File: src/rtl/sound_scheduler_pkg.sv
// Shared types and the clip map of the concatenated sound-effect sample ROM.
// Every clip region satisfies CLIP_BASE + CLIP_LEN <= 2**N_DEF and CLIP_LEN >= 1.
package sound_pkg;

  localparam int NSRC_DEF = 4;
  localparam int N_DEF    = 16;

  localparam int SND_JUMP    = 0;
  localparam int SND_SPRING  = 1;
  localparam int SND_MONSTER = 2;
  localparam int SND_FALL    = 3;

  typedef enum logic [1:0] {
    IDLE   = 2'd0,
    LOAD   = 2'd1,
    PLAY   = 2'd2,
    FINISH = 2'd3
  } state_e;

  // Element i describes source i (jump, spring, monster, fall).
  localparam logic [NSRC_DEF-1:0][N_DEF-1:0] CLIP_BASE = {16'h0200, 16'h0100, 16'h0040, 16'h0000};
  localparam logic [NSRC_DEF-1:0][N_DEF-1:0] CLIP_LEN  = {16'd48,   16'd5,    16'd12,   16'd8};

  function automatic logic [N_DEF-1:0] clip_last(input logic [$clog2(NSRC_DEF)-1:0] id);
    return CLIP_LEN[id] - 16'd1;
  endfunction

endpackage

File: src/rtl/sound_scheduler_prio_enc.sv
// Lowest-index-wins priority encoder: valid_o flags any request, idx_o names the winner.
module prio_enc #(
  parameter int W  = 4,
  parameter int IW = (W > 1) ? $clog2(W) : 1
) (
  input  logic [W-1:0]  req_i,
  output logic          valid_o,
  output logic [IW-1:0] idx_o
);

  // Scan from the top down so the lowest set index is the last one written.
  always_comb begin
    valid_o = |req_i;
    idx_o   = '0;
    for (int i = W - 1; i >= 0; i--) begin
      idx_o = req_i[i] ? IW'(i) : idx_o;
    end
  end

endmodule

File: src/rtl/sound_scheduler.sv
// Grants the shared sample ROM to one sound clip at a time by fixed priority with
// preemption, and walks the granted clip's ROM addresses one sample per Sound_clk.
module sound_scheduler
  import sound_pkg::*;
#(
  parameter int NSRC = NSRC_DEF,
  parameter int N    = N_DEF
) (
  input  logic                    Sound_clk,
  input  logic                    Reset,
  input  logic                    Enable,
  input  logic [NSRC-1:0]         Req,
  output logic [N-1:0]            Addr,
  output logic                    Sample_valid,
  output logic                    Busy,
  output logic [$clog2(NSRC)-1:0] Active_id,
  output logic [NSRC-1:0]         Done,
  output logic [NSRC-1:0]         Aborted
);

  localparam int IW = $clog2(NSRC);

  state_e           state_q;
  logic [NSRC-1:0]  pend_q, pend_d;
  logic [NSRC-1:0]  req_q;
  logic [NSRC-1:0]  clr_s;
  logic [IW-1:0]    id_q;
  logic [N-1:0]     base_q, last_q, offset_q, offset_d;
  logic [N-1:0]     addr_q;
  logic             valid_q, busy_q;
  logic [NSRC-1:0]  done_q, aborted_q;
  logic             win_valid_s;
  logic [IW-1:0]    win_idx_s;

  prio_enc #(.W(NSRC), .IW(IW)) u_prio_enc (
    .req_i   (pend_q),
    .valid_o (win_valid_s),
    .idx_o   (win_idx_s)
  );

  // A held Req counts once, so only its rising edge latches; a new request beats the LOAD clear.
  always_comb begin
    clr_s    = (state_q == LOAD && win_valid_s) ? (NSRC'(1) << win_idx_s) : '0;
    pend_d   = Enable ? ((pend_q & ~clr_s) | (Req & ~req_q)) : '0;
    offset_d = offset_q + N'(1);
  end

  // Sequencing FSM; all outputs are registered here.
  always_ff @(posedge Sound_clk or posedge Reset) begin
    if (Reset) begin
      state_q   <= IDLE;
      pend_q    <= '0;
      req_q     <= '0;
      id_q      <= '0;
      base_q    <= '0;
      last_q    <= '0;
      offset_q  <= '0;
      addr_q    <= '0;
      valid_q   <= 1'b0;
      busy_q    <= 1'b0;
      done_q    <= '0;
      aborted_q <= '0;
    end else begin
      req_q     <= Req;
      pend_q    <= pend_d;
      done_q    <= '0;
      aborted_q <= '0;
      case (state_q)
        IDLE: begin
          valid_q <= 1'b0;
          busy_q  <= Enable && win_valid_s;
          state_q <= (Enable && win_valid_s) ? LOAD : IDLE;
        end
        LOAD: begin
          if (Enable && win_valid_s) begin
            id_q     <= win_idx_s;
            base_q   <= N'(CLIP_BASE[win_idx_s]);
            last_q   <= N'(clip_last(win_idx_s));
            offset_q <= '0;
            addr_q   <= N'(CLIP_BASE[win_idx_s]);
            valid_q  <= 1'b1;
            busy_q   <= 1'b1;
            state_q  <= PLAY;
          end else begin
            valid_q  <= 1'b0;
            busy_q   <= 1'b0;
            state_q  <= IDLE;
          end
        end
        PLAY: begin
          if (!Enable) begin
            aborted_q[id_q] <= 1'b1;
            valid_q         <= 1'b0;
            busy_q          <= 1'b0;
            offset_q        <= '0;
            state_q         <= IDLE;
          end else if (offset_q == last_q) begin
            // The final sample always completes, even with a preemptor waiting.
            done_q[id_q]    <= 1'b1;
            valid_q         <= 1'b0;
            busy_q          <= 1'b1;
            state_q         <= FINISH;
          end else if (win_valid_s && (win_idx_s <= id_q)) begin
            aborted_q[id_q] <= 1'b1;
            valid_q         <= 1'b0;
            busy_q          <= 1'b1;
            state_q         <= LOAD;
          end else begin
            offset_q        <= offset_d;
            addr_q          <= base_q + offset_d;
            valid_q         <= 1'b1;
            busy_q          <= 1'b1;
            state_q         <= PLAY;
          end
        end
        FINISH: begin
          valid_q <= 1'b0;
          busy_q  <= Enable && win_valid_s;
          state_q <= (Enable && win_valid_s) ? LOAD : IDLE;
        end
        default: begin
          valid_q <= 1'b0;
          busy_q  <= 1'b0;
          state_q <= IDLE;
        end
      endcase
    end
  end

  assign Addr         = addr_q;
  assign Sample_valid = valid_q;
  assign Busy         = busy_q;
  assign Active_id    = id_q;
  assign Done         = done_q;
  assign Aborted      = aborted_q;

endmodule
File: config.mk
export PLATFORM = sky130hd
export DESIGN_NAME = sound_scheduler
export DESIGN_NICKNAME = d
export VERILOG_FILES = /design/src/rtl/sound_scheduler_pkg.sv /design/src/rtl/sound_scheduler_prio_enc.sv /design/src/rtl/sound_scheduler.sv
export SDC_FILE = /design/constraint.sdc
export NUM_CORES = 1
export LEC_CHECK = 0
export BUFFER_PORTS_ARGS = -buffer_cell sky130_fd_sc_hd__buf_2
export CAP_MARGIN = 0
export CORE_ASPECT_RATIO = 0.9
export CORE_MARGIN = 10
export CORE_UTILIZATION = 35
export CTS_CLUSTER_SIZE = 8
export DETAILED_ROUTE_END_ITERATION = 10
export GPL_TIMING_DRIVEN = 1
export MAX_ROUTING_LAYER = met4
export PLACE_DENSITY_LB_ADDON = 0.1
export SYNTH_ARGS = -nofsm -noshare
export SYNTH_HDL_FRONTEND = slang
export SYNTH_SLANG_ARGS = --single-unit
File: constraint.sdc
create_clock -name Sound_clk -period 4.52 [get_ports Sound_clk]
set_clock_uncertainty 0.05 [all_clocks]
set_input_delay 0.904 -clock Sound_clk [delete_from_list [all_inputs] [get_ports Sound_clk]]
set_output_delay 0.904 -clock Sound_clk [all_outputs]
set_load 0.01 [all_outputs]
==> impl_results.md, run 1 <==
- Slew Limit Headroom: 38.3%
- Min-Delay Startpoint: Addr[14]$_DFFE_PP0P_
- Post-synth cell types: 57
- Worst-path clk slew: 0.06 ns
- PD cells: 442 nW/µm²
- CTS H-tree depth: 3
- Mapped Area: 3600 µm²
- Outcome: completed
- DRT Pass-1 Iters: 4
- Count leader, synth: dfrtp_1
- GRT Overall Usage: 13.3%
- N_diodes: 0
- Total Wirelength: 9200 µm
- First-pass GRT wire length: 15,000 µm
- Max clock buf depth: 2
- Initial antenna violation count: 0
- Hpwl dp: 6780 µm
- Cell Rows: 35
- Worst Path Max Fanout: 7
- Die width: 127 µm
- GR Overflow Total: 0
- CP Launch Point: offset_q[0]$_DFFE_PP0P_
- # IOs: 35
- Inserted Clock Buffers: 9
- Share of layout cells above drive strength 1: 19.5%
- Die Ht: 116 µm
- Worst skew pair latency: 0.33 ns
- Most instantiated cells after synthesis: dfrtp_1 (64), nand2_1 (34), nor2_1 (29)
- Async S/R FF share, synth: 100%
- Main synth FF type: dfrtp_1
- Vias: 2,722
- Synth area leader: dfrtp_1
- Setup_tns: 0 ns
- RSZ-0062 raised after global routing: no
- Post-synth EDFFs: 0
- Post-CTS Setup Inserts: 0
- Syn avg cell area: 10.1 µm²
- Placer Congestion: 0.830
- Final Power: 1.84 mW
- Worst Hold Class: register to register
- Synth Net Count: 382
- Maxcap violations: 0
- Initial DRC Count: 141
- Slew @ Worst Pin: 0.922 ns
- Hold depth: 1
- Vias in the first global route: 2,651
- Worst endpoint required time: 4.69 ns
- Dpl cells: 503
- Maximum VDD drop: 0.256 mV
- CTS Hold Bufs: 0
- Setup Viol. Count Final: 0
- CTS tree: built
- Clock tree sinks: 64
- Total Die Area: 14,800 µm²
- Leak: 2.01 nW
- Period utilization: 78.8%
- Core area: 10,200 µm²
- Period minus WS final: 3.56 ns
- Fin. max-slew vios: 0
- DR WL/cell: 17.7 µm
- Seq cells post-synth: 64
- Top-area cell type share of the netlist area: 44.5%
- Post-CTS sizing: 0
- DRC Markers: 0
- Element type at the critical path start: register
- Vias/cell: 5.24
- Cell area after layout: 4160 µm²
- Critical path class: register to register
- Final core utilization: 40.9%
- Starting Density: 35.5%
- Final std cells w/o fill: 519
- Synth warnings: 0
- Area grow syn2layout: 15.4%
- Placed Area: 3830 µm²
- CP Capture Type: register
- Pin count of the biggest net entering global routing: 36
- Arrival time worst endpoint: 3.73 ns
- Fmax: 281 MHz
- Top cells by area, synth: dfrtp_1 (44%), ha_1 (5.9%), nand2_1 (3.5%), nor2_1 (3.0%), xnor2_1 (2.9%)
- Port buffer count: 34
- Post-Syn Instances: 358
- Worst R2R Path Depth: 12
- Routed Antenna Nets: 0
- Sequential share of the synthesized area: 44.5%
- Hold violation count in the final report: 0
- Clk root buf: clkbuf_16
- Final nets: 409
- Reg-to-reg startpoint: offset_q[0]$_DFFE_PP0P_
## layout by cell type (no fill, tap or decap), drive strengths merged, types with 3 or more instances in the layout
| cell | count |
|---|---|
| buf | 35 |
| a221o | 3 |
| nor2 | 29 |
| dfrtp | 64 |
| o21ai | 17 |
| and3 | 5 |
| clkbuf | 10 |
| nor3 | 7 |
| a21oi | 20 |
| a22o | 9 |
| nor2b | 6 |
| xnor2 | 13 |
| a31oi | 3 |
| o2bb2ai | 3 |
| and4 | 3 |
| xor2 | 11 |
| mux2i | 6 |
| and2 | 7 |
| nand3 | 12 |
| a31o | 3 |
| inv | 17 |
| ha | 17 |
| nand2b | 4 |
| o31ai | 5 |
| mux2 | 9 |
| nand4 | 6 |
| nand2 | 34 |
| a21o | 3 |
| or4 | 4 |
## cell type report
class | instances | area, µm²
timing repair buffer | 35 | 178
inverter | 17 | 63.8
tap | 129 | 161
clock inverter | 6 | 92.6
clock buffer | 10 | 229
sequential | 64 | 1600
fill | 991 | 6000
multi-input combinational | 258 | 1830
## flip-flops by register name, summed over array words and instances (netlist names)
register,cells
Aborted,4
Active_id,1
Addr,16
Busy,1
Done,4
Sample_valid,1
base_q,2
last_q,9
offset_q,16
pend_q,4
req_q,4
state_q,2
## critical path, cell delays in order, from the launching register on
cell,delay (ns)
dfrtp_1,0.46
ha_1,0.29
and4_1,0.34
nand2_1,0.16
nor2_1,0.21
xor2_1,0.09
ha_1,0.35
nand2_1,0.09
or4_1,0.49
o211ai_2,0.12
nand2b_1,0.10
or4_1,0.51
a31o_1,0.21
## where the power goes
group          internal (mW)  switching [mW]
Combinational          0.149           0.255
Sequential             0.629          0.0542
Clock                  0.485           0.263
## path summary, 6_finish.rpt
path                                             end  slack [ns]
worst max-delay path            Addr[15]$_DFFE_PP0P_        0.96
worst min-delay path            Addr[14]$_DFFE_PP0P_        0.45
worst max register to register  Addr[15]$_DFFE_PP0P_        0.96
worst min register to register  Addr[14]$_DFFE_PP0P_        0.45
max in group asynchronous       Addr[10]$_DFFE_PP0P_        2.92
min in group asynchronous          Done[3]$_DFF_PP0_        0.59
## metrics by stage
step / hold slack [ns] / setup slack (ns)
6_report: 0.450 / 0.957
5_1_grt: 0.471 / 0.599
4_1_cts: 0.457 / 0.975
3_5_place_dp: 0.445 / 1.00
3_3_place_gp: 0.439 / 1.09
2_1_floorplan: 0.419 / 1.30
## metal layers
layer | vias up | part of all wire [%] | wire [µm] | GRT usage [%]
met4 | 0 | 1.5 | 140 | 4.78
li1 | 1325 | - | - | -
met1 | 1324 | 52 | 4770 | 18.2
met2 | 56 | 44 | 4020 | 18.8
met3 | 17 | 2.9 | 271 | 3.04
met5 | - | 0 | 0 | -
## cell families after synthesis
family,after synthesis,share of synthesized area (%)
buf+inv,36,4.76
flops,64,44.5
mux,15,4.48
fa+ha+maj,17,5.90
xor+xnor,24,6.56
compound gates,79,15.2
simple gates,123,18.7
No activity file was read; power rests on OpenSTA's default activity.
==> inputs of run 2 (changes only) <==
clock period = 3.6 ns   (was 4.52 ns; I/O delays follow)
==> impl_results.md, run 2 (synthesized netlist as in run 1, its figures left out) <==
- Worst-path clk slew: 0.06 ns (about the same)
- Vias/cell: 5.12 (-2.3%)
- Vias in the first global route: 2,820 (+6.4%)
- Initial antenna violation count: 0 (unchanged)
- Worst Path Max Fanout: 6 (-1)
- Period minus WS final: 3.35 ns (-0.209 ns)
- Starting Density: 35.5% (unchanged)
- CP peak stage delay: 0.52 ns (about the same)
- Area grow syn2layout: 17.1%
- Hpwl dp: 6900 µm (+1.9%)
- Placed Area: 3940 µm² (+2.7%)
- Worst Setup EP: Addr[15]$_DFFE_PP0P_
- DRT Pass-1 Iters: 4 (unchanged)
- Pin count of the biggest net entering global routing: 26 (-28%)
- Slack of the worst reg-to-reg path: 0.25 ns (-0.71 ns)
- Final Power: 2.23 mW (+21%)
- Reg-to-reg startpoint: offset_q[1]$_DFFE_PP0P_
- Max clock buf depth: 2 (unchanged)
- Inserted Clock Buffers: 9 (unchanged)
- Die Ht: 116 µm (unchanged)
- Clk root buf: clkbuf_16
- Arrival time worst endpoint: 3.52 ns (-0.21 ns)
- RSZ-0062 raised after global routing: no
- Worst R2R Path Depth: 12 (unchanged)
- Maxcap violations: 0 (unchanged)
- N_diodes: 0 (unchanged)
- Share of layout cells above drive strength 1: 22.8% (+3.3 points)
- Final nets: 423 (+3.4%)
- Worst path bufs/invs: 0 (unchanged)
- Port buffer count: 34 (unchanged)
- Setup_tns: 0 ns (unchanged)
- Post-CTS Setup Inserts: 0 (unchanged)
- CTS H-tree depth: 3 (unchanged)
- Initial DRC Count: 80 (-43%)
- Critical path class: register to register
- PD cells: 528 nW/µm² (+20%)
- Slew Limit Headroom: 52.8% (+14 points)
- Die width: 127 µm (unchanged)
- Maximum VDD drop: 0.351 mV (+37%)
- CP Capture Type: register
- Cell area after layout: 4220 µm² (+1.5%)
- Leak: 2.05 nW (+2.1%)
- Fmax: 298 MHz (+6.2%)
- CTS Hold Bufs: 0 (unchanged)
- GRT Overall Usage: 13.5% (+0.14 points)
- Vias: 2,731 (+0.33%)
- CTS tree: built
- Worst endpoint required time: 3.77 ns (-0.92 ns)
- Fin. max-slew vios: 0 (unchanged)
- Post-CTS sizing: 0 (unchanged)
- Worst Hold Class: primary input to async pin
- Commonest non-fill, non-tap cell in the layout: dfrtp_1
- Top cell family by delay on the critical path: simple AND/OR/NAND/NOR gates
- Period utilization: 93.2% (+14 points)
- DR WL/cell: 17.4 µm (-1.9%)
- CP Launch Point: offset_q[1]$_DFFE_PP0P_
- Total Wirelength: 9270 µm (+0.77%)
- GR Overflow Total: 0 (unchanged)
- Worst skew pair latency: 0.33 ns (about the same)
- Cell Rows: 35 (unchanged)
- Routed Antenna Nets: 0 (unchanged)
- Clock tree sinks: 64 (unchanged)
- Total Die Area: 14,800 µm² (unchanged)
- Slew @ Worst Pin: 0.701 ns (-0.221 ns)
- CP max stage cell: or4_1
- Commonest non-fill, non-tap cells in the layout: dfrtp_1 (63), nand2_1 (34), buf_2 (34), nor2_1 (29), a21oi_1 (19)
- First-pass GRT wire length: 15,400 µm (+2.4%)
- Critical path cell sequence: ha_2 > and4_1 > nand2_1 > nor2_1 > xor2_1 > ha_1 > nand2_1 > or4_1 > o211ai_2 > nand2b_1 > or4_1 > a31o_1
- Reg2reg end: Addr[15]$_DFFE_PP0P_
- Placer Congestion: 0.868 (+4.7%)
- Critical Path Stages: 12 (unchanged)
- Setup Viol. Count Final: 0 (unchanged)
- Element type at the critical path start: register
- Outcome: completed
- Core area: 10,200 µm² (unchanged)
- DRC Markers: 0 (unchanged)
- # IOs: 35 (unchanged)
- Hold violation count in the final report: 0 (unchanged)
==> run 2: changes by cell type in the layout (fill, tap and decap cells not counted), sizes merged <==
cell      change
buf          +14
bufinv        -2
clkinv        +1
clkinvlp      +1
==> run 2: worst reg2reg max path: cells and delay by family (launching register included) <==
kind,cells,cell delay [ns]
simple gates,7,1.74
fa+ha+maj,2,0.59
flops,1,0.42
compound gates,2,0.34
xor+xnor,1,0.10
==> run 2: cell type report <==
type	instances	area (µm²)
fillers	997	5940
multi-input cells	258	1830
flip-flops and latches	64	1600
repair buffers	49	283
clock buffers	10	229
well taps	129	161
inverters	17	63.8
clock inverters	6	45.0
==> run 2: how the worst min path moves through the flow <==
stage                                         to  slack (ns)  cells past startpoint
after floorplan           last_q[13]$_DFFE_PP0P_        0.42                      2
after global placement      Addr[14]$_DFFE_PP0P_        0.42                      1
after detailed placement     Addr[6]$_DFFE_PP0P_        0.44                      1
after CTS                      Done[3]$_DFF_PP0_        0.40                      2
after global routing        Aborted[1]$_DFF_PP0_        0.42                      2
final                          Done[3]$_DFF_PP0_        0.38                      2
==> run 2: through the flow <==
| step | cells | utilization [%] | worst slack (ns) | hold slack [ns] |
|---|---|---|---|---|
| after global placement | 517 | 38.8 | 0.312 | 0.424 |
| after detailed placement | 517 | 38.8 | 0.193 | 0.437 |
| after floorplan | 358 | - | 0.379 | 0.419 |
| final | 533 | 41.5 | 0.245 | 0.377 |
| after CTS | 533 | 41.5 | 0.173 | 0.395 |
| after global routing | 533 | 41.5 | 0.0562 | 0.423 |
==> run 2: layer usage <==
layer / track usage [%] / vias up / wire length (µm)
met1: 18.4 / 1316 / 4810
met2: 19.5 / 55 / 4000
met5: - / - / 0
li1: - / 1353 / -
met3: 1.86 / 7 / 343
met4: 5.69 / 0 / 110
==> run 2: power by group <==
part / total [mW] / switching [mW] / internal [mW] / leakage, nW
Combinational: 0.563 / 0.342 / 0.221 / 1.06
Clock: 0.807 / 0.339 / 0.468 / 0.125
Sequential: 0.857 / 0.0669 / 0.790 / 0.865
==> inputs of run 3 (changes only) <==
SYNTH_HIERARCHICAL = 1   (was not set)
==> impl_results.md, run 3 <==
- Slew Limit Headroom: 45.7% (-7.1 points)
- DRT Pass-1 Iters: 4 (unchanged)
- Port buffer count: 34 (unchanged)
- Count leader, synth: dfrtp_1
- Die width: 125 µm (-1.7%)
- Maxcap violations: 0 (unchanged)
- Worst skew pair latency: 0.36 ns (+0.03 ns)
- Placer Congestion: 0.903 (+4.0%)
- Post-CTS sizing: 0 (unchanged)
- Die Ht: 114 µm (-1.7%)
- Syn avg cell area: 9.50 µm² (-5.5%)
- CTS H-tree depth: 3 (unchanged)
- Total Die Area: 14,300 µm² (-3.3%)
- Slack of the worst reg-to-reg path: 0.58 ns (+0.34 ns)
- Complex-gate fraction of the synthesized area: 14.9% (-0.24 points)
- Final core utilization: 41.0% (-0.55 points)
- PD cells: 536 nW/µm² (+1.5%)
- Final Power: 2.12 mW (-4.8%)
- Simple-gate share of the synthesized area: 20.7% (+2.1 points)
- Post-synthesis xor/xnor area fraction: 6.58% (+0.017 points)
- Main synth FF type: dfrtp_1
- Top-area cell type share of the netlist area: 46.3% (+1.8 points)
- Setup Viol. Count Final: 0 (unchanged)
- Mux contribution to synthesized area: 1.56% (-2.9 points)
- Period minus WS final: 3.02 ns (-0.336 ns)
- Sequential share of the synthesized area: 46.3% (+1.8 points)
- Fmax: 331 MHz (+11%)
- Area grow syn2layout: 14.3%
- N_diodes: 0 (unchanged)
- DR WL/cell: 16.8 µm (-3.1%)
- Post-CTS Setup Inserts: 0 (unchanged)
- Max clock buf depth: 2 (unchanged)
- Leak: 1.88 nW (-8.2%)
- Hold WS: 0.425 ns (+0.0472 ns)
- Synth warnings: 6 (+6)
- Setup_tns: 0 ns (unchanged)
- Routed Antenna Nets: 0 (unchanged)
- CTS Hold Bufs: 0 (unchanged)
- Vias in the first global route: 2,636 (-6.5%)
- Clk root buf: clkbuf_8
- Largest family of logic cells by synthesized area: simple AND/OR/NAND/NOR gates
- Worst Path Max Fanout: 28 (+22)
- Most instantiated cells after synthesis: dfrtp_1 (64), nand2_1 (41), o21ai_0 (20)
- Seq cells post-synth: 64 (unchanged)
- Final std cells w/o fill: 522 (-2.1%)
- Inserted Clock Buffers: 9 (unchanged)
- Worst Hold Class: register to register
- Min-Delay Startpoint: Addr[7]$_DFFE_PP0P_
- Reg-to-reg startpoint: pend_q[0]$_DFF_PP0_
- Element type at the critical path start: register
- Clock tree sinks: 64 (unchanged)
- Hold worst-path end: Addr[7]$_DFFE_PP0P_
- Slew @ Worst Pin: 0.815 ns (+0.114 ns)
- Hold violation count in the final report: 0 (unchanged)
- Dpl cells: 506 (-2.1%)
- # IOs: 35 (unchanged)
- Synth Net Count: 386 (+1.0%)
- Synth area leader: dfrtp_1
- Post-Synth Adder-Cell Area: 5.42% (-0.48 points)
- Total Wirelength: 8790 µm (-5.1%)
- Starting Density: 35.8% (+0.37 points)
- Commonest non-fill, non-tap cells in the layout: dfrtp_1 (64), nand2_1 (41), buf_2 (34), o21ai_0 (20), nor2_1 (18)
- Final nets: 413 (-2.4%)
- GRT Overall Usage: 13.4% (-0.075 points)
- Initial antenna violation count: 0 (unchanged)
- Top cells by area, synth: dfrtp_1 (46%), ha_1 (5.4%), nand2_1 (4.4%), xnor2_1 (4.1%), o21ai_0 (2.9%)
- Worst R2R Path Depth: 7 (-5)
- Async S/R FF share, synth: 100% (unchanged)
- Critical path class: register to register
- Worst-path clk slew: 0.07 ns (about the same)
- Post-Syn Instances: 364 (+1.7%)
- Hpwl dp: 6490 µm (-6.0%)
- First-pass GRT wire length: 15,000 µm (-2.5%)
- Fin. max-slew vios: 0 (unchanged)
- Worst endpoint required time: 3.75 ns (-0.02 ns)
- Pin count of the biggest net entering global routing: 65 (+150%)
- RSZ-0062 raised after global routing: no
- CTS tree: built
- Core area: 9660 µm² (-5.0%)
- DRC Markers: 0 (unchanged)
- Period utilization: 83.9% (-9.3 points)
- GR Overflow Total: 0 (unchanged)
- Vias: 2,715 (-0.59%)
- Post-synth cell types: 46 (-19%)
- Reg2reg end: Addr[8]$_DFFE_PP0P_
- Post-synth EDFFs: 0 (unchanged)
- Cell Rows: 34 (-2.9%)
- Initial DRC Count: 216 (+170%)
- Maximum VDD drop: 0.199 mV (-43%)
- CP Capture Type: register
- # fillers: 958 (-3.9%)
- Vias/cell: 5.20 (+1.5%)
- Outcome: completed
- Share of layout cells above drive strength 1: 16.4% (-6.4 points)
- Mapped Area: 3460 µm² (-4.0%)
- Arrival time worst endpoint: 3.17 ns (-0.35 ns)
- Commonest non-fill, non-tap cell in the layout: dfrtp_1
- Hold depth: 2
==> run 3: report_power, final <==
group | switching [mW] | total [mW] | leakage [nW] | internal [mW]
Sequential | 0.0684 | 0.861 | 0.867 | 0.793
Clock | 0.308 | 0.769 | 0.119 | 0.461
Combinational | 0.331 | 0.491 | 0.897 | 0.160
==> run 3: layer usage <==
layer  up-vias  routed length, µm  global-route usage [%]
met5         -                  0                       -
met4         0                225                    5.97
met3        15                542                    3.66
met2       100               3640                    17.9
met1      1258               4380                    18.3
li1       1342                  -                       -
==> run 3: cell families after synthesis <==
group / count (synthesis)
buffers and inverters: 36
and+or+nand+nor: 141
xor gates and xnor gates: 26
muxes: 5
adders and majority gates: 15
DFF: 64
AOI/OAI and AO/OA: 77
==> run 3: final cells by class <==
| cell class | instances | area [µm²] | share of cell area [%] |
|---|---|---|---|
| well taps | 126 | 158 | 3.99 |
| multi-input cells | 264 | 1700 | 43.1 |
| inverters | 15 | 56.3 | 1.42 |
| clock inverters | 7 | 120 | 3.04 |
| clock buffers | 9 | 124 | 3.13 |
| repair buffers | 37 | 193 | 4.87 |
| flip-flops and latches | 64 | 1600 | 40.5 |
==> run 3: critical path: stages, from the launching register on <==
cell	delay (ns)
dfrtp_1	0.42
nor3_1	0.59
ha_1	0.36
nor2b_1	0.12
o21ai_0	0.13
nand2_1	0.24
a32oi_4	0.74
o21ai_0	0.21
==> run 3: worst max path at each step <==
stage | from | endpoint | slack [ns] | depth (start not counted)
3_3_place_gp | offset_q[10]$_DFFE_PP0P_ | Addr[6]$_DFFE_PP0P_ | 0.61 | 5
4_1_cts | pend_q[0]$_DFF_PP0_ | Addr[8]$_DFFE_PP0P_ | 0.56 | 7
2_1_floorplan | offset_q[3]$_DFFE_PP0P_ | Addr[15]$_DFFE_PP0P_ | 0.92 | 12
3_5_place_dp | pend_q[0]$_DFF_PP0_ | Addr[8]$_DFFE_PP0P_ | 0.54 | 7
6_report | pend_q[0]$_DFF_PP0_ | Addr[8]$_DFFE_PP0P_ | 0.58 | 7
5_1_grt | pend_q[0]$_DFF_PP0_ | Addr[8]$_DFFE_PP0P_ | 0.25 | 7
==> run 3: per-stage QoR <==
step                      setup slack, ns  instance area, µm²
after CTS                           0.562                3960
after global routing                0.253                3960
after floorplan                     0.916                3460
final                               0.581                3960
after global placement              0.615                3710
after detailed placement            0.544                3710
